**config.mk**
```make
export PLATFORM = sky130hd
export DESIGN_NAME = heap_root_ctrl
export DESIGN_NICKNAME = d
export VERILOG_FILES = /design/src/rtl/heap_root_ctrl.sv
export SDC_FILE = /design/constraint.sdc
export NUM_CORES = 1
export LEC_CHECK = 0
export CAP_MARGIN = 20
export CELL_PAD_IN_SITES_DETAIL_PLACEMENT = 1
export CELL_PAD_IN_SITES_GLOBAL_PLACEMENT = 1
export CORE_MARGIN = 3
export CORE_UTILIZATION = 34
export CTS_CLUSTER_SIZE = 8
export DETAILED_ROUTE_END_ITERATION = 12
export PLACE_DENSITY_LB_ADDON = 0.1
export SLEW_MARGIN = 20
export SYNTH_ARGS = -nofsm -noshare
export SYNTH_HDL_FRONTEND = slang
export SYNTH_SLANG_ARGS = --single-unit
```
**constraint.sdc**
```tcl
create_clock -name clk -period 3.9 [get_ports clk]
set_clock_uncertainty 0.2 [all_clocks]
set_input_delay 0.78 -clock clk [delete_from_list [all_inputs] [get_ports clk]]
set_output_delay 0.78 -clock clk [all_outputs]
set_load 0.01 [all_outputs]
```
**src/rtl/heap_root_ctrl.sv**
```systemverilog
// Root (level-0) stage of the top-K min-heap sorter.
// Holds the heap minimum, replaces it with strictly larger incoming items,
// pushes each replacement to level 1 and takes back the level-1 write-back
// as the new root. Also sequences heap initialisation and counts
// accepted / dropped items with saturating counters.
module heap_root_ctrl #(
    parameter int                    DATA_WIDTH = 32,
    parameter int                    KEY_WIDTH  = 16,
    parameter int                    ADDR_WIDTH = 5,
    parameter logic [DATA_WIDTH-1:0] INIT_DATA  = '0,
    parameter int                    INIT_WAIT  = 32,
    parameter int                    CNT_WIDTH  = 16
) (
    input  logic                  clk,
    input  logic                  rst,
    input  logic                  start_init,
    input  logic                  s_valid,
    output logic                  s_ready,
    input  logic [DATA_WIDTH-1:0] s_data,
    output logic                  init_out,
    output logic                  nl_update_out,
    output logic [ADDR_WIDTH-1:0] nl_addr_out,
    output logic                  nl_branch_out,
    output logic [DATA_WIDTH-1:0] nl_out,
    input  logic                  um_we,
    input  logic [DATA_WIDTH-1:0] um_in,
    output logic [DATA_WIDTH-1:0] root_data,
    output logic                  busy,
    output logic [CNT_WIDTH-1:0]  accept_cnt,
    output logic [CNT_WIDTH-1:0]  drop_cnt
);

    localparam int                WAIT_W    = (INIT_WAIT > 1) ? $clog2(INIT_WAIT + 1) : 1;
    localparam logic [WAIT_W-1:0] WAIT_LAST = WAIT_W'(INIT_WAIT - 1);

    typedef enum logic [2:0] {
        ST_INIT_PULSE,
        ST_INIT,
        ST_IDLE,
        ST_PUSH,
        ST_WB
    } state_t;

    state_t            state;
    state_t            state_next;
    logic [WAIT_W-1:0] wait_cnt;
    logic              accept;
    logic              drop;
    logic              wb_load;

    // Saturating increment: counters stick at all-ones instead of wrapping.
    function automatic logic [CNT_WIDTH-1:0] sat_inc(input logic [CNT_WIDTH-1:0] c);
        return (c == {CNT_WIDTH{1'b1}}) ? c : c + CNT_WIDTH'(1);
    endfunction

    // Unsigned key comparison on the low KEY_WIDTH bits; ties are not "greater".
    function automatic logic key_gt(input logic [DATA_WIDTH-1:0] a,
                                    input logic [DATA_WIDTH-1:0] b);
        return a[KEY_WIDTH-1:0] > b[KEY_WIDTH-1:0];
    endfunction

    assign nl_addr_out   = '0;
    assign nl_branch_out = 1'b0;
    assign busy          = (state != ST_IDLE);

    // State register; reset always lands in INIT_PULSE so the heap is re-initialised.
    always_ff @(posedge clk) begin
        if (rst) begin
            state <= ST_INIT_PULSE;
        end else begin
            state <= state_next;
        end
    end

    // Next-state logic and handshake / strobe decode.
    always_comb begin
        state_next    = state;
        s_ready       = 1'b0;
        nl_update_out = 1'b0;
        accept        = 1'b0;
        drop          = 1'b0;
        wb_load       = 1'b0;
        // Held low while rst is asserted so the levels see exactly one pulse after release.
        init_out      = (state == ST_INIT_PULSE) && !rst;
        case (state)
            ST_INIT_PULSE: begin
                state_next = ST_INIT;
            end
            ST_INIT: begin
                if (wait_cnt == WAIT_LAST) begin
                    state_next = ST_IDLE;
                end
            end
            ST_IDLE: begin
                if (start_init) begin
                    state_next = ST_INIT_PULSE;
                end else begin
                    s_ready = 1'b1;
                    if (s_valid) begin
                        if (key_gt(s_data, root_data)) begin
                            accept     = 1'b1;
                            state_next = ST_PUSH;
                        end else begin
                            drop = 1'b1;
                        end
                    end
                end
            end
            ST_PUSH: begin
                nl_update_out = 1'b1;
                state_next    = ST_WB;
            end
            ST_WB: begin
                wb_load    = um_we;
                state_next = ST_IDLE;
            end
            default: begin
                state_next = ST_INIT_PULSE;
            end
        endcase
    end

    // Init wait counter: cleared on the init pulse, counts through INIT.
    always_ff @(posedge clk) begin
        if (rst || state == ST_INIT_PULSE) begin
            wait_cnt <= '0;
        end else if (state == ST_INIT) begin
            wait_cnt <= wait_cnt + WAIT_W'(1);
        end
    end

    // Root and push register: accept loads both, write-back only touches the root.
    always_ff @(posedge clk) begin
        if (rst) begin
            root_data <= INIT_DATA;
            nl_out    <= INIT_DATA;
        end else if (state == ST_INIT_PULSE) begin
            root_data <= INIT_DATA;
        end else if (accept) begin
            root_data <= s_data;
            nl_out    <= s_data;
        end else if (wb_load) begin
            root_data <= um_in;
        end
    end

    // Accept / drop statistics; only rst clears them, re-initialisation keeps them.
    always_ff @(posedge clk) begin
        if (rst) begin
            accept_cnt <= '0;
            drop_cnt   <= '0;
        end else begin
            if (accept) begin
                accept_cnt <= sat_inc(accept_cnt);
            end
            if (drop) begin
                drop_cnt <= sat_inc(drop_cnt);
            end
        end
    end

endmodule
```
* Word level (Yosys, flattened, before mapping)
Index checks and enable logic that the tools add are counted.
** Storage, ports and cells
- Bits in registers :: 105
- Input bits :: 69
- Output and inout bits :: 106
- Logic and storage cells :: 53
** Operators by class
- Add/sub/neg operators :: 3
- Order comparisons :: 1
- Equal/unequal tests :: 11
- Muxes and demuxes :: 19
- Bitwise logic cells :: 3
- Reductions and logical operators :: 10
** Operators with widths (number)
- $mux 32 :: 2
- $add 16x1->16 const B :: 2
- $eq 16x16->1 const B :: 2
- $gt 16x16->1 :: 1
- $pmux 3 s5 :: 1
- $mux 1 :: 12
- $mux 3 :: 4
- $add 6x1->6 const B :: 1
- $eq 3x2->1 const B :: 2
- $eq 6x5->1 const B :: 1
- $ne 3x3->1 const B :: 2
- $reduce_and 2->1 :: 3
- $eq 3x1->1 const B :: 1
- $eq 3x3->1 const B :: 1
- $logic_not 3->1 :: 1
- $ne 3x2->1 const B :: 1
- $not 1->1 :: 3
- $reduce_and 3->1 :: 1
- $ne 2x2->1 const B :: 1
- $reduce_bool 2->1 :: 1
- $reduce_or 2->1 :: 1
- $logic_and 1x1->1 :: 1
- $logic_not 1->1 :: 1
- $logic_or 1x1->1 :: 1

* Depth between registers and ports, before layout
Gate-level depths: netlist of run 1.
- Depth in word-level cells :: 6
- Depth in mapped cells :: 11
- Depth with buffers taken out :: 9

* Worst setup path before layout of run 1
No wires, ideal clock.
- Path kind :: input to register
- Start point :: input port s_data[15]
- End point :: register nl_out[10]
- Arrival time :: 2812 ps
- Required time :: 3572 ps
- Setup slack :: 760 ps
- Stages :: 10
- Path buffers :: 2
- Cell sequence :: ha_1 nand4_2 nor4_4 a21boi_2 and3b_4 or3_1 buf_2 buf_2 mux2i_1 nor2_1
** On the way
- Cells in the longest elaborated chain, start to end :: 6
** Ends and longest elaborated chain
- from (decl) :: RTL line 19 : input logic [DATA_WIDTH-1:0] s_data,
- $gt 16x16->1 :: RTL line 59 : return a[KEY_WIDTH-1:0] > b[KEY_WIDTH-1:0];
- $mux 1 :: RTL line 100 : if (key_gt(s_data, root_data)) begin
- $mux 1 :: RTL line 99 : if (s_valid) begin
- $mux 1 :: RTL line 95 : if (start_init) begin
- $mux 1 :: RTL line 85 : case (state)
- $reduce_and 2->1 (no line)
- to (signal assigned) :: RTL line 141 : nl_out <= s_data;
- to (decl) :: RTL line 24 : output logic [DATA_WIDTH-1:0] nl_out,
No other way between the ends.
A chain may end at the register's enable or synchronous reset.

* Final worst setup path of run 1
- Start point :: input port s_data[15]
- End point :: register accept_cnt[13]
** On the way
- Cells in the longest elaborated chain, start to end :: 6
** Ends and longest elaborated chain
- $gt 16x16->1 :: RTL line 59
- $mux 1 :: RTL line 100
- $mux 1 :: RTL line 99
- $mux 1 :: RTL line 95
- $mux 1 :: RTL line 85
- $reduce_and 2->1 (no line)
- to (signal assigned) :: RTL line 154 : accept_cnt <= sat_inc(accept_cnt);
- to (decl) :: RTL line 29 : output logic [CNT_WIDTH-1:0] accept_cnt,
No other way between the ends.

==> metrics.txt, run 1 <==
std cell rows=44; NumNets Final=795; highest-delay cell along the critical path=clkdlybuf4s50_1; Placed Instances=about 900; n_diodes=0; Netlist Area Pre-Place=0.005189 mm²; type of origin of the critical path=input pin; commonest non-fill, non-tap cell in the layout=clkdlybuf4s50_1; initial antenna violation count=0; Reg-to-Reg Start=root_data[13]; CTS max path bufs=2; IO Port Bufs=168; max incr delay on CP=~0.45 ns; Filler Cell Count=1688; Post-Synth Simple-Gate Area=0.1821; Routed Antenna Nets=0; routed wire length per instance=roughly 17 µm; Crit Path Category=in2reg; CTS H-tree depth=3; die area=about 0.017 mm²; crit-path cells=clkdlybuf4s50_1 > ha_1 > nand4_2 > nor4_4 > a21boi_2 > nand3b_1 > buf_4 > nand3_1 > nor3_1 > mux2_2; largest family of logic cells by synthesized area=simple AND/OR/NAND/NOR gates; distinct cell type count after synthesis=55; final setup fails=0; post-synthesis sequential area ratio=0.4051; routed vias=between 4k and 5k; worst reg2reg path depth=10; arrival time worst endpoint=between 3 and 4 ns; CP Data Required Time=between 3 and 4 ns; Post-synth ARST share=0; Initial DRT Pass Iterations=4; post-synthesis compound-gate area fraction=0.1401; postcts setup bufs=0; register area=approximately 0.0021 mm²; yosys warns=0; Hold Path Class=reg2reg; vias in the first global route=4813; global route overflow=0; hold_buf cts=0; setup repair after global routing missed its margin=false; XOR/XNOR Fraction of Synth Area=0.03207; Worst Min Path Start=nl_out[7]; Worst Tran Pin Value=0.8101 ns; Max Freq=281.9 MHz; ys flop type=dfxtp_1; crit path capture type=register; Hold Path Stages=2; status=complete, no violations; WHS=around 0.3 ns; first-pass GRT wire length=24780 µm; crit share post-route=0.9096; Initial Util=0.3517; flops & latches, synth=105; fin util=0.5019; total core area=0.01475 mm²; fin. max-slew vios=0; Synth Area in Adders=0.04582; # clock sinks=105; mux contribution to synthesized area=0.1399; Crit. Startpoint=s_data[15]; MaxCap Viol Count=0; GRT Total Usage=0.1855; Final Non-Filler Cells=roughly 900; GPL Wtd Cong=0.7850; Clock Tree Root=clkbuf_16; fin crit period=approximately 3.5 ns; Placed Area=0.007064 mm²; Worst VDD drop=0.2289 mV; Rel. slew slack=0.4599; Via density=5.113; cts repair resizes=0; fin area=0.007405 mm²; Pwr per Cell Area=327.3 mW/mm²; die width=between 100 and 150 µm; CTS clk-pin slew, worst paths=0.07 ns; die extent in y=129.5 µm; CTS buffer count=9; later-pin clock latency in the skew report=0.35 ns; Post-DP HPWL=11520 µm; setup TNS=0 ns; largest net degree at the start of global routing=73; DRT iter0 DRCs=130; Worst Slack Setup Final=0.3524 ns; area of the multi-input gates=roughly 0.0028 mm²; Synth Instances=546; final hold viol count=0; Routed WL=15510 µm; Pleak=2.782 nW; number of flops mapped to enable cells by yosys=0; TritonCTS clock tree=yes; share of cells above drive strength 1=0.1124; # DRC=0; syn_area_per_cell=9.503 µm²; Critical Path Fanout Max=6; Boundary Pins=approximately 180; most frequent cells in the layout=clkdlybuf4s50_1 (167), dfxtp_1 (105), nor2_1 (101); total power=2.423 mW; DP Worst Slack=-0.006458 ns; Synth-to-Final Area Change=42.71%
==> routing by layer <==
layer  track usage  share of wire  up-vias
met3       0.03421          0.033       11
met1        0.2311           0.45     2238
met4       0.05012          0.012        0
met5             0              0        -
met2        0.3290           0.50      105
li1              -              -     2227
==> Yosys cell counts (3+ instances only) <==
cell | number | area, µm²
a211oi_1 | 6 | 45.04
a211oi_2 | 30 | 375.4
a21oi_1 | 18 | 90.09
and2_1 | 4 | 25.02
and3_1 | 8 | 50.05
and4_1 | 3 | 26.28
buf_2 | 9 | 45.04
buf_4 | 6 | 45.04
buf_6 | 4 | 45.04
clkbuf_1 | 18 | 67.56
dfxtp_1 | 105 | 2102
ha_1 | 19 | 237.7
inv_1 | 20 | 75.07
mux2_2 | 4 | 45.04
mux2i_1 | 68 | 680.7
nand2_1 | 13 | 48.80
nand3_1 | 14 | 70.07
nand4_1 | 12 | 75.07
nor2_1 | 101 | 379.1
nor2b_1 | 5 | 31.28
nor3_1 | 7 | 35.03
nor4_1 | 3 | 18.77
o21ai_0 | 11 | 55.05
or3_1 | 8 | 50.05
xnor2_1 | 8 | 70.07
xor2_1 | 11 | 96.34
==> sequential cells by signal, summed over array words and instances, names as in the netlist <==
name / cells
nl_out: 32
root_data: 32
accept_cnt: 16
drop_cnt: 16
wait_cnt: 6
state: 3
==> critical path, delay by kind of cell <==
family,cells,cell delay [ns]
AOI/OAI and AO/OA,1,0.22
adders and majority gates,1,0.33
and+or+nand+nor,5,1.25
buffers and inverters,2,0.65
muxes,1,0.35
==> path summary, 6_finish.rpt <==
check	end	slack [ns]
setup / recovery	accept_cnt[13]	0.35
hold / removal	nl_out[7]	0.30
setup reg to reg	accept_cnt[13]	0.86
hold reg to reg	nl_out[7]	0.30
==> power breakdown <==
group	internal (mW)	total (mW)	switching, mW
combinational	0.146	0.297	0.151
clock	0.615	1.02	0.404
sequential	1.09	1.11	0.0190
==> logic make-up (layout without fill, tap and decap cells) <==
family	Yosys count	in the layout
and+or+nand+nor	191	191
DFF	105	105
AOI/OAI and AO/OA	81	81
muxes	72	72
buffers and inverters	58	219
adders and majority gates	19	19
xor gates and xnor gates	19	19
other	1	6
==> area by class of cell <==
class / count / area share
multi-input combinational: 388 / 0.3822
timing repair buffer: 183 / 0.2467
inverter: 20 / 0.01014
sequential: 105 / 0.2839
clock inverter: 4 / 0.009970
clock buffer: 12 / 0.03599
tap: 184 / 0.03109
(Power assumes the default switching activity.)
==> run 2: changes to the inputs <==
RECOVER_POWER = 100   (was default)
==> run 2 against run 1 <==
- the flow now finishes with violations (capacitance limit, slew limit)
- first-iteration DRC count is 7.7% higher
- final area is 1.4% lower
- critical path depth stayed put
- combinational power is 5% lower
- via count is 0.24% lower
- sequential share of layout area is 0.39 points higher
- maximum frequency is 1.6% lower
- cell count stayed put
- core utilization is 0.68 points lower
==> metrics.txt, run 2 (synthesis gave the netlist of run 1 again) <==
status=finished, violations left; failing checks=capacitance limit, slew limit; largest net degree at the start of global routing=73; Routed WL=15530 µm; most frequent cells in the layout=dfxtp_1 (105), nor2_1 (101), dlygate4sd3_1 (99); routed wire length per instance=17.33 µm; share of cells above drive strength 1=0.08427; type of origin of the critical path=input pin; Worst VDD drop=roughly 0.23 mV; vias in the first global route=4813; DP Worst Slack=-0.006458 ns; DRT iter0 DRCs=140; Critical Path Fanout Max=between 40 and 50; Hold Path Stages=2; Pleak=3.097 nW; Post-DP HPWL=11520 µm; TritonCTS clock tree=yes; Max Freq=around 280 MHz; Worst Min Path Start=nl_out[5]; largest registers=nl_out x32, root_data x32; Initial Util=0.3517; Reg2Reg Capture Point=accept_cnt[13]; fin. max-slew vios=73; crit-path cells=clkdlybuf4s50_1 > ha_1 > nand4_2 > nor4_4 > a21boi_0 > and3b_1 > or3_4 > buf_12 > mux2i_1 > nor2_1; Hold Path Class=reg2reg; Synth-to-Final Area Change=40.78%; highest-delay cell along the critical path=or3_4; # clock sinks=105; first-pass GRT wire length=about 25000 µm; Crit Path Category=in2reg; Filler Cell Count=approximately 1.7k; CTS clk-pin slew, worst paths=0.07 ns; setup repair after global routing missed its margin=false; routed vias=about 4.6k; MaxCap Viol Count=1; Worst Tran Pin Value=1.583 ns; crit path capture type=register; Pwr per Cell Area=329.5 mW/mm²; NumNets Final=just under 800; FF-to-FF setup slack=0.66 ns; initial antenna violation count=0; GRT Total Usage=0.1855; fin crit period=~3.6 ns; later-pin clock latency in the skew report=0.35 ns; GPL Wtd Cong=0.7850; std cell rows=44; CP Data Required Time=about 3.9 ns; Worst Slack Setup Final=approximately 0.29 ns; crit path buf inv count=2; die extent in y=129.5 µm; postcts setup bufs=0; setup TNS=0 ns; Reg-to-Reg Start=state[1]; Rel. slew slack=-0.05554; cell family with most CP delay=simple AND/OR/NAND/NOR gates; # DRC=0; hold_buf cts=0; arrival time worst endpoint=3.58 ns; worst reg2reg path depth=6; final hold viol count=0; WHS=0.2903 ns; max incr delay on CP=0.47 ns; total core area=approximately 0.015 mm²; total power=~2.4 mW; n_diodes=0; Via density=5.100; IO Port Bufs=168; commonest non-fill, non-tap cell in the layout=dfxtp_1; Clock Tree Root=clkbuf_16; final setup fails=0; die area=0.01678 mm²; global route overflow=0; Routed Antenna Nets=0; Boundary Pins=175; fin util=0.4951; Hold Crit Endpoint=nl_out[5]; CTS buffer count=9; die width=between 100 and 150 µm; crit share post-route=0.9246; CTS H-tree depth=3; CTS max path bufs=2; Initial DRT Pass Iterations=4; cts repair resizes=0
[run 2: worst register-to-register path: cells and delay by family, from the launching register on]
kind / cells / cell delay (ns)
muxes: 1 / 0.35
DFF: 1 / 0.47
and+or+nand+nor: 4 / 1.64
AOI/OAI and AO/OA: 1 / 0.47
[run 2: per-layer routing]
layer | wire (µm) | up-vias | track usage | part of all wire
li1 | - | 2230 | - | -
met1 | 6972 | 2224 | 0.2311 | 0.45
met2 | 7848 | 105 | 0.3290 | 0.51
met3 | 527 | 11 | 0.03421 | 0.034
met4 | 184 | 0 | 0.05012 | 0.012
met5 | 0 | - | 0 | 0
[run 2: metrics by stage]
step	area, µm²	instances
global route	7305	896
CTS	7405	896
global placement	7064	880
finish	7305	896
floorplan	5207	551
detailed placement	7064	880
[run 2: worst max path at each step]
stage / endpoint / slack [ns] / cells after the start / start
2_1_floorplan: nl_out[10] / 0.76 / 10 / s_data[15]
3_3_place_gp: accept_cnt[13] / 0.06 / 10 / s_data[14]
3_5_place_dp: accept_cnt[13] / -0.006 / 10 / s_data[15]
4_1_cts: accept_cnt[13] / 0.35 / 10 / s_data[15]
5_1_grt: accept_cnt[13] / 0.08 / 7 / start_init
6_report: nl_out[19] / 0.29 / 10 / s_data[15]
[run 2: area by class of cell]
| class | instances | area (µm²) | area share |
|---|---|---|---|
| Multi-Input combinational cell | 388 | 2751 | 0.3767 |
| Sequential cell | 105 | 2102 | 0.2878 |
| Timing Repair Buffer | 183 | 1805 | 0.2472 |
| Clock buffer | 12 | 266.5 | 0.03649 |
| Tap cell | 184 | 230.2 | 0.03152 |
| Inverter | 20 | 75.07 | 0.01028 |
| Clock inverter | 4 | 73.82 | 0.01011 |
[run 2: power by group]
group | total [mW] | switching, mW | internal [mW] | leakage, nW
clock network | 1.02 | 0.404 | 0.615 | 0.169
logic | 0.281 | 0.146 | 0.135 | 2.08
registers | 1.11 | 0.0173 | 1.09 | 0.846
total | 2.41 | 0.568 | 1.84 | 3.10
